### src/rtl/vec_addsub_seq.sv
// vec_addsub_seq: multi-cycle SIMD add/subtract over a VLEN-bit vector.
// One 32-bit slice is processed per cycle by four chained 8-bit adders.
// The carry chain is cut at element boundaries selected by the element width.
module vec_addsub_seq #(
  parameter int VLEN = 128,
  parameter int LANE = 32
) (
  input  logic              clk,
  input  logic              rst_n,
  input  logic              start_i,
  input  logic              op_i,
  input  logic [1:0]        sew_i,
  input  logic [VLEN-1:0]   vs1_i,
  input  logic [VLEN-1:0]   vs2_i,
  output logic              ready_o,
  output logic              done_o,
  output logic [VLEN-1:0]   result_o,
  output logic [VLEN/8-1:0] carry_o
);

  localparam int NSL = VLEN / LANE;
  localparam int NB  = LANE / 8;
  localparam int CW  = (NSL > 1) ? $clog2(NSL) : 1;
  localparam logic [CW-1:0] LAST_SLICE = CW'(NSL - 1);

  typedef enum logic [1:0] {
    IDLE = 2'b00,
    BUSY = 2'b01,
    DONE = 2'b10
  } state_t;

  state_t              r_state;
  state_t              w_next;
  logic [CW-1:0]       r_cnt;
  logic                r_op;
  logic [1:0]          r_sew;
  logic [VLEN-1:0]     r_vs1;
  logic [VLEN-1:0]     r_vs2;
  logic [VLEN-1:0]     r_result;
  logic [VLEN/8-1:0]   r_carry;
  logic                r_ready;
  logic                r_done;
  logic [LANE-1:0]     w_a;
  logic [LANE-1:0]     w_b;
  logic [LANE-1:0]     w_sum;
  logic [NB-1:0]       w_cflag;

  // Byte j is the lowest byte of an element: its carry-in is the operation carry-in.
  function automatic logic elem_first(input logic [1:0] j, input logic [1:0] sew);
    logic f;
    case (sew)
      2'b00:   f = 1'b1;
      2'b01:   f = (j[0] == 1'b0);
      default: f = (j == 2'd0);
    endcase
    return f;
  endfunction

  // Byte j is the most significant byte of an element: it reports the element carry.
  function automatic logic elem_msb(input logic [1:0] j, input logic [1:0] sew);
    logic f;
    case (sew)
      2'b00:   f = 1'b1;
      2'b01:   f = (j[0] == 1'b1);
      default: f = (j == 2'd3);
    endcase
    return f;
  endfunction

  // 8-bit adder with carry-in; bit 8 of the result is the carry-out.
  function automatic logic [8:0] byte_add(input logic [7:0] a, input logic [7:0] b,
                                          input logic cin);
    return {1'b0, a} + {1'b0, b} + {8'd0, cin};
  endfunction

  // Select the current slice of both captured operands.
  always_comb begin
    w_a = '0;
    w_b = '0;
    for (int s = 0; s < NSL; s++) begin
      w_a = w_a | (r_vs2[s*LANE +: LANE] & {LANE{r_cnt == CW'(s)}});
      w_b = w_b | (r_vs1[s*LANE +: LANE] & {LANE{r_cnt == CW'(s)}});
    end
  end

  // Four byte adders; subtract feeds ~vs1 with carry-in 1, carries stop at element edges.
  always_comb begin : slice_alu
    logic [LANE-1:0] v_b;
    logic [8:0]      v_s;
    logic            v_c;
    logic            v_cin;
    w_sum   = '0;
    w_cflag = '0;
    v_b     = r_op ? ~w_b : w_b;
    v_c     = 1'b0;
    v_s     = 9'd0;
    v_cin   = 1'b0;
    for (int j = 0; j < NB; j++) begin
      v_cin           = elem_first(2'(j), r_sew) ? r_op : v_c;
      v_s             = byte_add(w_a[8*j +: 8], v_b[8*j +: 8], v_cin);
      w_sum[8*j +: 8] = v_s[7:0];
      v_c             = v_s[8];
      w_cflag[j]      = elem_msb(2'(j), r_sew) & v_c;
    end
  end

  // Control state register.
  always_ff @(posedge clk or negedge rst_n) begin
    if (!rst_n) begin
      r_state <= IDLE;
    end else begin
      r_state <= w_next;
    end
  end

  // Next-state logic: accept in IDLE, walk all slices in BUSY, one DONE cycle.
  always_comb begin
    w_next = r_state;
    case (r_state)
      IDLE: begin
        if (start_i) begin
          w_next = BUSY;
        end else begin
          w_next = IDLE;
        end
      end
      BUSY: begin
        if (r_cnt == LAST_SLICE) begin
          w_next = DONE;
        end else begin
          w_next = BUSY;
        end
      end
      DONE:    w_next = IDLE;
      default: w_next = IDLE;
    endcase
  end

  // Operand capture, slice counter and slice-wise result/carry write-back.
  always_ff @(posedge clk or negedge rst_n) begin
    if (!rst_n) begin
      r_cnt    <= '0;
      r_op     <= 1'b0;
      r_sew    <= 2'b00;
      r_vs1    <= '0;
      r_vs2    <= '0;
      r_result <= '0;
      r_carry  <= '0;
    end else begin
      case (r_state)
        IDLE: begin
          if (start_i) begin
            r_op  <= op_i;
            r_sew <= sew_i;
            r_vs1 <= vs1_i;
            r_vs2 <= vs2_i;
            r_cnt <= '0;
          end
        end
        BUSY: begin
          for (int s = 0; s < NSL; s++) begin
            if (r_cnt == CW'(s)) begin
              r_result[s*LANE +: LANE] <= w_sum;
              r_carry[s*NB +: NB]      <= w_cflag;
            end
          end
          if (r_cnt == LAST_SLICE) begin
            r_cnt <= '0;
          end else begin
            r_cnt <= r_cnt + CW'(1);
          end
        end
        default: begin
          r_cnt <= r_cnt;
        end
      endcase
    end
  end

  // Registered handshake flags decoded from the upcoming state.
  always_ff @(posedge clk or negedge rst_n) begin
    if (!rst_n) begin
      r_ready <= 1'b1;
      r_done  <= 1'b0;
    end else begin
      r_ready <= (w_next == IDLE);
      r_done  <= (w_next == DONE);
    end
  end

  assign ready_o  = r_ready;
  assign done_o   = r_done;
  assign result_o = r_result;
  assign carry_o  = r_carry;

endmodule

### config.mk
export PLATFORM = sky130hd
export DESIGN_NAME = vec_addsub_seq
export DESIGN_NICKNAME = d
export VERILOG_FILES = /design/src/rtl/vec_addsub_seq.sv
export SDC_FILE = /design/constraint.sdc
export NUM_CORES = 1
export LEC_CHECK = 0
export ABC_AREA = 1
export CORE_ASPECT_RATIO = 0.7
export CORE_MARGIN = 3
export CORE_UTILIZATION = 40
export CTS_CLUSTER_DIAMETER = 100
export DETAILED_ROUTE_END_ITERATION = 10
export PLACE_DENSITY_LB_ADDON = 0.12
export SLEW_MARGIN = 20
export SYNTH_ARGS = -nofsm -noshare
export SYNTH_HDL_FRONTEND = slang
export SYNTH_SLANG_ARGS = --single-unit
### constraint.sdc
create_clock -name clk -period 18.4 [get_ports clk]
set_clock_uncertainty 0.05 [all_clocks]
set_input_delay 1.84 -clock clk [delete_from_list [all_inputs] [get_ports clk]]
set_output_delay 1.84 -clock clk [all_outputs]
set_load 0.02 [all_outputs]
==> impl.org, run 1 <==
** Outcome
- Status :: finished, final reports clean

** Floorplanning
- The floorplan step defined a core boundary enclosing 0.0455 mm2.
- In this run the count of I/O pins placed on the die edge is 408.
- In this run the core area contains 65 standard-cell rows.
- Starting utilization of the core area :: 0.409
- Area enclosed by the die boundary :: 0.0493 mm2
- Horizontal extent of the die :: 264 um
- Floorplan die height :: 187 um

** Critical path
- In this design, the stage delay of the slowest critical-path cell is 0.69 ns.
- Startpoint Class :: flop
- Data on the critical path arrives at its endpoint at 9.27 ns.
- The worst setup path is captured at a flop.
- Data required time at the worst endpoint :: 18.83 ns
- Maximum fanout along the worst path :: 52
- Slowest stage cell on the critical path :: sky130_fd_sc_hd__buf_4
- The worst setup path is of the flop to flop kind.
- By instance count, the cell type seen most on the critical path is sky130_fd_sc_hd__nand2_1.

** Routing
- Drt first-iter violations :: 1346
- DRC errors left :: 0
- Wire length reported by the detailed router :: 61000 um
- The detail route stage leaves a number of antenna-violating nets equal to 0.
- Detail-routed net length per standard cell :: 19.5 um
- The pre-antenna-repair detailed-routing pass consisted of 6 iterations.
- Using the TritonRoute via totals, the vias-per-cell ratio works out to 5.03.
- Number of vias after detailed routing :: 15735

** Pwr
- Across the VDD grid, the largest voltage drop is 0.180 mV.
- The analysis attributes to cell leakage a power of 12.1 nW.
- PD cells :: 237 mW/mm2

** Placement
- After detailed placement, the total cell area comes to 0.0230 mm2.
- # port buffers :: 407
- Cell total after placement :: 3051
- Detailed placement finished with a half-perimeter wire length of 43300 um.
- Routability-driven placement finished with a final weighted congestion of 0.875.

** Timing
- In the final timing run, aggregate negative setup slack is 0 ns.
- Headroom to the max-slew limit came out at 0.259.
- Highest attainable clock frequency :: 0.113 GHz
- Final hold slack :: 0.420 ns
- Final Hold Vio Count :: 0
- Setup repair after global routing left no endpoint under its margin.
- At the pin with the least slew margin, the transition time is 1.11 ns.
- The max-slew violation count was 0.
- Dividing the final minimum period by the clock period gives 0.480.
- Counting I/O delays and the setup requirement, the final critical path takes 8.84 ns.
- Final Setup Violations :: 0

** Synthesis
- Flop and latch count out of synthesis :: 409
- Top cell type by total area after synthesis :: sky130_fd_sc_hd__dfrtp_1
- Yosys printed 0 warnings.
- Avg Cell Area, Syn :: 8.68 um2
- Ranking of synthesized cells by area :: sky130_fd_sc_hd__dfrtp_1 55%, sky130_fd_sc_hd__nand2_1 24%, sky130_fd_sc_hd__ha_1 2.1%
- Net count after synthesis :: 2448
- Cell count after synthesis :: 2147
- For this run, the leading register cell type out of synthesis is sky130_fd_sc_hd__dfrtp_1.
- Of the total synthesized cell area, the portion taken by AND, OR, NAND and NOR gates is 0.275.
- Of the total synthesized cell area, the portion taken by XOR and XNOR cells is 0.0231.
- By area, the combinational part of the netlist is dominated by simple AND/OR/NAND/NOR gates.
- Post-synthesis mux area share :: 0
- Number of different library cells in the post-synthesis netlist :: 38
- Number of flops mapped to enable cells by yosys :: 0
- Async set-reset flop share out of synthesis :: 1.00
- Summing every instance area after synthesis gives 0.0186 mm2.
- Sequential element share of the synthesized area :: 0.549
- Compound-Gate Fraction of Synth Area :: 0.0757
- Post-Synth Adder-Cell Area :: 0.0290
- Portion of synthesized cell area occupied by the leading cell type :: 0.548

** CTS
- Number of resized instances in the post-cts repair step :: 0
- CTS H-tree depth :: 2
- Cts bufs inserted :: 42
- Counting along the longest clock path gives a buffer depth of 3.
- For this design, the sink count on the clock tree is 409.
- TritonCTS clock tree :: done
- Number of hold buffers added after cts :: 0
- Number of setup buffers added after CTS :: 0
- Clock Pin Slew Worst Setup and Hold Paths :: 0.06 ns
- CTS root buffer :: sky130_fd_sc_hd__clkbuf_16
- Source-to-sink clock delay at the later pin of the worst-skew pair :: 0.56 ns

** Cells and area
- Utilization after layout :: 0.535
- Design area :: 0.0244 mm2
- From synthesis to final layout, the design area changed by 30.8%.
- Share of post-route cells with drive strength above 1 :: 0.0575
- Leading cell types in the layout, fill and taps excluded :: 1169 x sky130_fd_sc_hd__nand2_1, 408 x sky130_fd_sc_hd__dfrtp_1, 406 x sky130_fd_sc_hd__clkdlybuf4s50_1, 68 x sky130_fd_sc_hd__o21ai_0, 51 x sky130_fd_sc_hd__nand3_1
- Non-filler cells, final :: 3126
- The library cell used most frequently in the layout, excluding fill and tap cells, is sky130_fd_sc_hd__nand2_1.
- Net count, final :: 2794
- Diodes inserted :: 0

** Global routing
- Number of global-route vias before repair :: 15650
- Entering global routing, the biggest net connects 263 pins.
- For this run, the total global-route usage over all layers was measured as 0.243.
- Residual overflow from global routing :: 0
- The first global-routing pass estimated 93100 um of wire.
- The number of antenna violations at the first check in global routing came to 1.

** Hold path
- The min-delay analysis places its worst path in the category flop to flop.

** Flow run
- Number of max-cap violations :: 0
[sequential cells by signal (all words and copies together) (netlist names)]
name / flops
r_state: 2
done_o: 1
result_o: 128
r_op: 1
r_sew: 2
r_cnt: 2
carry_o: 16
r_vs1: 128
r_vs2: 128
ready_o: 1
[worst max-delay path, delay by kind of cell (launching register included)]
family | cells | cell delay, ns
buffers and inverters | 5 | 1.11
AOI/OAI and AO/OA | 8 | 1.26
DFF | 1 | 0.46
and+or+nand+nor | 20 | 2.17
adders and majority gates | 8 | 3.70
[through the flow]
stage / total power (W) / setup WS (ns)
2_1_floorplan: 0.00361 / 11.04
3_3_place_gp: 0.00483 / 9.82
3_5_place_dp: 0.00489 / 9.53
4_1_cts: 0.00579 / 9.49
5_1_grt: 0.00620 / 8.82
6_report: 0.00578 / 9.56
[layer usage]
metal	up-vias	global-route usage	routed length (um)
met5	-	0	0
met3	86	0.0460	3550
li1	7517	-	-
met2	487	0.390	28700
met4	0	0.0678	1680
met1	7645	0.339	27100
[layout make-up]
class	count	area, um2
repair buffers	419	4210
well taps	603	754
inverters	53	208
flip-flops and latches	409	10200
clock inverters	12	163
fillers	4249	21200
multi-input cells	1568	7570
clock buffers	62	1240
[logic make-up after synthesis]
kind of cell | count (synthesis)
AO/OA/AOI/OAI | 191
XOR/XNOR | 47
adder cells (fa/ha/maj) | 39
buffers and inverters | 170
flip-flops | 409
AND/OR/NAND/NOR | 1291
[synthesized netlist by cell type (5+ instances only)]
library cell / count
sky130_fd_sc_hd__a21oi_1: 17
sky130_fd_sc_hd__a221oi_1: 5
sky130_fd_sc_hd__a221oi_2: 26
sky130_fd_sc_hd__a22o_1: 32
sky130_fd_sc_hd__buf_2: 50
sky130_fd_sc_hd__buf_4: 12
sky130_fd_sc_hd__buf_6: 20
sky130_fd_sc_hd__clkbuf_1: 31
sky130_fd_sc_hd__dfrtp_1: 408
sky130_fd_sc_hd__fa_1: 7
sky130_fd_sc_hd__ha_1: 32
sky130_fd_sc_hd__inv_1: 45
sky130_fd_sc_hd__inv_2: 8
sky130_fd_sc_hd__nand2_1: 1172
sky130_fd_sc_hd__nand2_2: 8
sky130_fd_sc_hd__nand2_4: 6
sky130_fd_sc_hd__nand3_1: 51
sky130_fd_sc_hd__nand4_1: 39
sky130_fd_sc_hd__nor2_1: 5
sky130_fd_sc_hd__o21ai_0: 68
sky130_fd_sc_hd__o21ai_1: 25
sky130_fd_sc_hd__xor2_1: 43
[final timing paths]
path                                start             to  slack [ns]  cells after the start
worst max-delay path             r_cnt[0]  result_o[126]        9.56                     41
worst min-delay path            r_vs2[60]      r_vs2[60]        0.42                      2
worst max register to register   r_cnt[0]  result_o[126]        9.56                     41
worst min register to register  r_vs2[60]      r_vs2[60]        0.42                      2
max in group asynchronous           rst_n    carry_o[13]       14.80                      3
min in group asynchronous           rst_n      r_vs1[58]        1.24                      1
[report_power, final]
group | switching [W] | internal, W
logic | 0.00220 | 0.00109
clock network | 0.000358 | 0.000522
registers | 0.000271 | 0.00134
total | 0.00283 | 0.00295
No activity file was read; power rests on OpenSTA's default activity.
==> run 2: changes to the inputs <==
clock period = 8.3 ns   (was 18.4 ns; I/O delays follow)
==> run 2 against run 1 <==
Against the previous run:
- utilization increased by 0.74 points
- first-iteration DRC count is 13% lower
- largest cell class unchanged
- critical endpoint is now result_o[62]
- sequential cell count stayed put
==> impl.org, run 2 (same netlist as run 1, synthesis figures left out) <==
** Global routing
- Residual overflow from global routing :: 0 (unchanged)
- Fraction of met1 tracks used by global routing :: 0.340 (+0.00138)
- The number of antenna violations at the first check in global routing came to 4 (+3).
- The met2 track utilization from global routing came to 0.396 (+0.00530).
- The first-pass GRT wire length is 94700 um (+1.8%).
- Largest net degree at the start of global routing :: 263 (unchanged)
- Total global-route track usage :: 0.247 (+0.00329)
- Grt met3 use :: 0.0476 (+0.00158)
- Busiest metal layer after global routing :: met2
- Number of global-route vias before repair :: 15884 (+1.5%)

** Pwr
- The leakage power total was 12.3 nW (+1.5%).
- The worst voltage drop across the vdd grid was 0.297 mV (+65%).
- The areal power density over the cells was 531 mW/mm2 (+120%).
- Total design power :: 0.0131 W (+130%)

** Floorplanning
- The die area is 0.0493 mm2 (unchanged).
- The height of the die was 187 um (unchanged).
- Horizontal extent of the die :: 264 um (unchanged)
- The starting density of the core is 0.409 (unchanged).
- The total core area came to 0.0455 mm2 (unchanged).
- The number of top-level pins is 408 (unchanged).
- The number of placement rows came to 65 (unchanged).

** Critical path
- Data arrival time of the worst path :: 7.99 ns (-1.28 ns)
- The worst-path maximum fanout was 19 (-63%).
- The required time of the worst setup path came to 8.73 ns (-10.10 ns).
- The worst reg-to-reg setup slack was 0.74 ns (-8.83 ns).
- Crit. End Element :: flop
- Slowest stage cell on the critical path :: sky130_fd_sc_hd__fa_1
- The worst setup path is of the flop to flop kind.
- The worst setup path is launched from a flop.
- Critical path's largest stage delay :: 0.48 ns (-0.21 ns)

** CTS
- The register clock-pin slew on the reported worst setup and hold paths was 0.07 ns (about the same).
- The clock network latency to the later pin of the worst-skew pair was 0.55 ns (about the same).
- The maximum clock path buffer count is 3 (unchanged).
- The number of buffers created by CTS was 42 (unchanged).
- Number of hold buffers added after cts :: 0 (unchanged)
- TritonCTS built the clock tree.
- CTS H-tree depth :: 2 (unchanged)
- CTS root buffer :: sky130_fd_sc_hd__clkbuf_16
- The number of clock sinks seen by CTS came to 409 (unchanged).

** Routing
- The number of remaining DRC errors came to 0 (unchanged).
- The total wire length is 61900 um (+1.4%).
- The via count is 15875 (+0.89%).
- ANT nets after route :: 0 (unchanged)
- Drt first-iter violations :: 1173 (-13%)
- The number of detailed-route iterations in the first pass came to 5 (-1).
- The vias per cell came to 5.03 (about the same).
- Detail-routed net length per standard cell :: 19.6 um (+0.50%)

** Timing
- Final Setup Violations :: 0 (unchanged)
- Tightest Pin Transition :: 0.978 ns (-0.133 ns)
- The number of hold violations in the final report is 0 (unchanged).
- Highest attainable clock frequency :: 0.132 GHz (+17%)
- Slew headroom :: 0.348 (+0.0888)
- RSZ-0062 raised after global routing :: no
- Tcrit/Tclk final :: 0.911 (+0.431)
- Setup TNS Final :: 0 ns (unchanged)
- Slew Limit Fails :: 0 (unchanged)
- The shortest period the worst path allows is 7.56 ns (-1.27 ns).

** Flow run
- The max-cap violation count was 0 (unchanged).

** Placement
- Post-DP HPWL :: 44700 um (+3.3%)
- # port buffers :: 407 (unchanged)
- The area after detailed placement is 0.0230 mm2 (+0.32%).
- The last weighted congestion value of the routability-driven placer was 0.935 (+6.9%).

** Outcome
- The run finished with clean final reports.

** Cells and area
- The final standard cell area without fillers is 0.0247 mm2 (+1.4%).
- Net count, final :: 2822 (+1.0%)
- Leading cell type in the layout, fill and taps excluded :: sky130_fd_sc_hd__nand2_1
- The ratio of cells with drive above 1 in the final layout came to 0.0722 (+0.0147).
- Leading cell types in the layout, fill and taps excluded :: 1168 x sky130_fd_sc_hd__nand2_1, 406 x sky130_fd_sc_hd__dfrtp_1, 406 x sky130_fd_sc_hd__clkdlybuf4s50_1, 64 x sky130_fd_sc_hd__o21ai_0, 51 x sky130_fd_sc_hd__nand3_1
- Area Overhead vs Synth :: 32.7%

** Hold path
- Worst hold-check path type :: input port to async pin
==> run 2: cell types whose count changed in the layout (fill, tap and decap cells not counted), moves of 3 or more <==
cell / delta
sky130_fd_sc_hd__clkinv_2: -3
sky130_fd_sc_hd__buf_4: +23
sky130_fd_sc_hd__clkbuf_8: +3
sky130_fd_sc_hd__clkbuf_1: -5
sky130_fd_sc_hd__bufinv_16: +3
sky130_fd_sc_hd__o21ai_1: +3
sky130_fd_sc_hd__o21ai_0: -4
==> run 2: through the flow <==
step / utilization / hold WS (ns) / std cells / setup WS (ns)
2_1_floorplan: - / 0.392 / 2147 / 0.944
3_3_place_gp: 0.506 / 0.404 / 3059 / 0.399
6_report: 0.543 / 0.243 / 3155 / 0.735
3_5_place_dp: 0.506 / 0.409 / 3059 / 0.277
4_1_cts: 0.538 / 0.306 / 3132 / 0.252
5_1_grt: 0.543 / 0.315 / 3155 / 0.00158
==> run 2: final timing paths <==
check	startpoint	end	cells past startpoint
min	rst_n	r_vs1[58]	1
min in group clk	r_vs2[83]	r_vs2[83]	2
min reg2reg	r_vs2[83]	r_vs2[83]	2
max in group asynchronous	rst_n	result_o[71]	2
max reg2reg	r_cnt[1]	result_o[62]	37
max	r_cnt[1]	result_o[62]	37
==> run 2: critical path, delay by kind of cell, from the launching register on <==
family,cells,cell delay [ns]
flops,1,0.42
xor+xnor,1,0.22
compound gates,9,1.44
simple gates,15,1.53
fa+ha+maj,8,3.29
buf+inv,4,0.51
==> run 2: cell type report <==
| class | instances | area, um2 |
|---|---|---|
| fillers | 4187 | 20800 |
| flip-flops and latches | 409 | 10200 |
| multi-input cells | 1568 | 7580 |
| repair buffers | 447 | 4460 |
| clock buffers | 58 | 1210 |
| well taps | 603 | 754 |
| clock inverters | 15 | 264 |
| inverters | 53 | 208 |
| diodes | 2 | 5.00 |
==> run 2: power by group <==
part           total (W)  switching [W]  internal, W
Sequential       0.00358       0.000612      0.00296
Combinational    0.00752        0.00498      0.00255
Clock            0.00204       0.000800      0.00124
Total             0.0131        0.00639      0.00675
==> run 2: layer usage <==
layer  share of wire  up-vias  wire length (um)
met5         0.00021        -                13
met4           0.029        2              1790
met3           0.058      101              3570
met2            0.47      462             29000
met1            0.45     7728             27600
li1                -     7582                 -
==> run 2: repair_timing <==
action                                  CTS  global route
endpoints found under the setup margin    0            31
resized for setup                         0            15
buffers inserted                          0            20
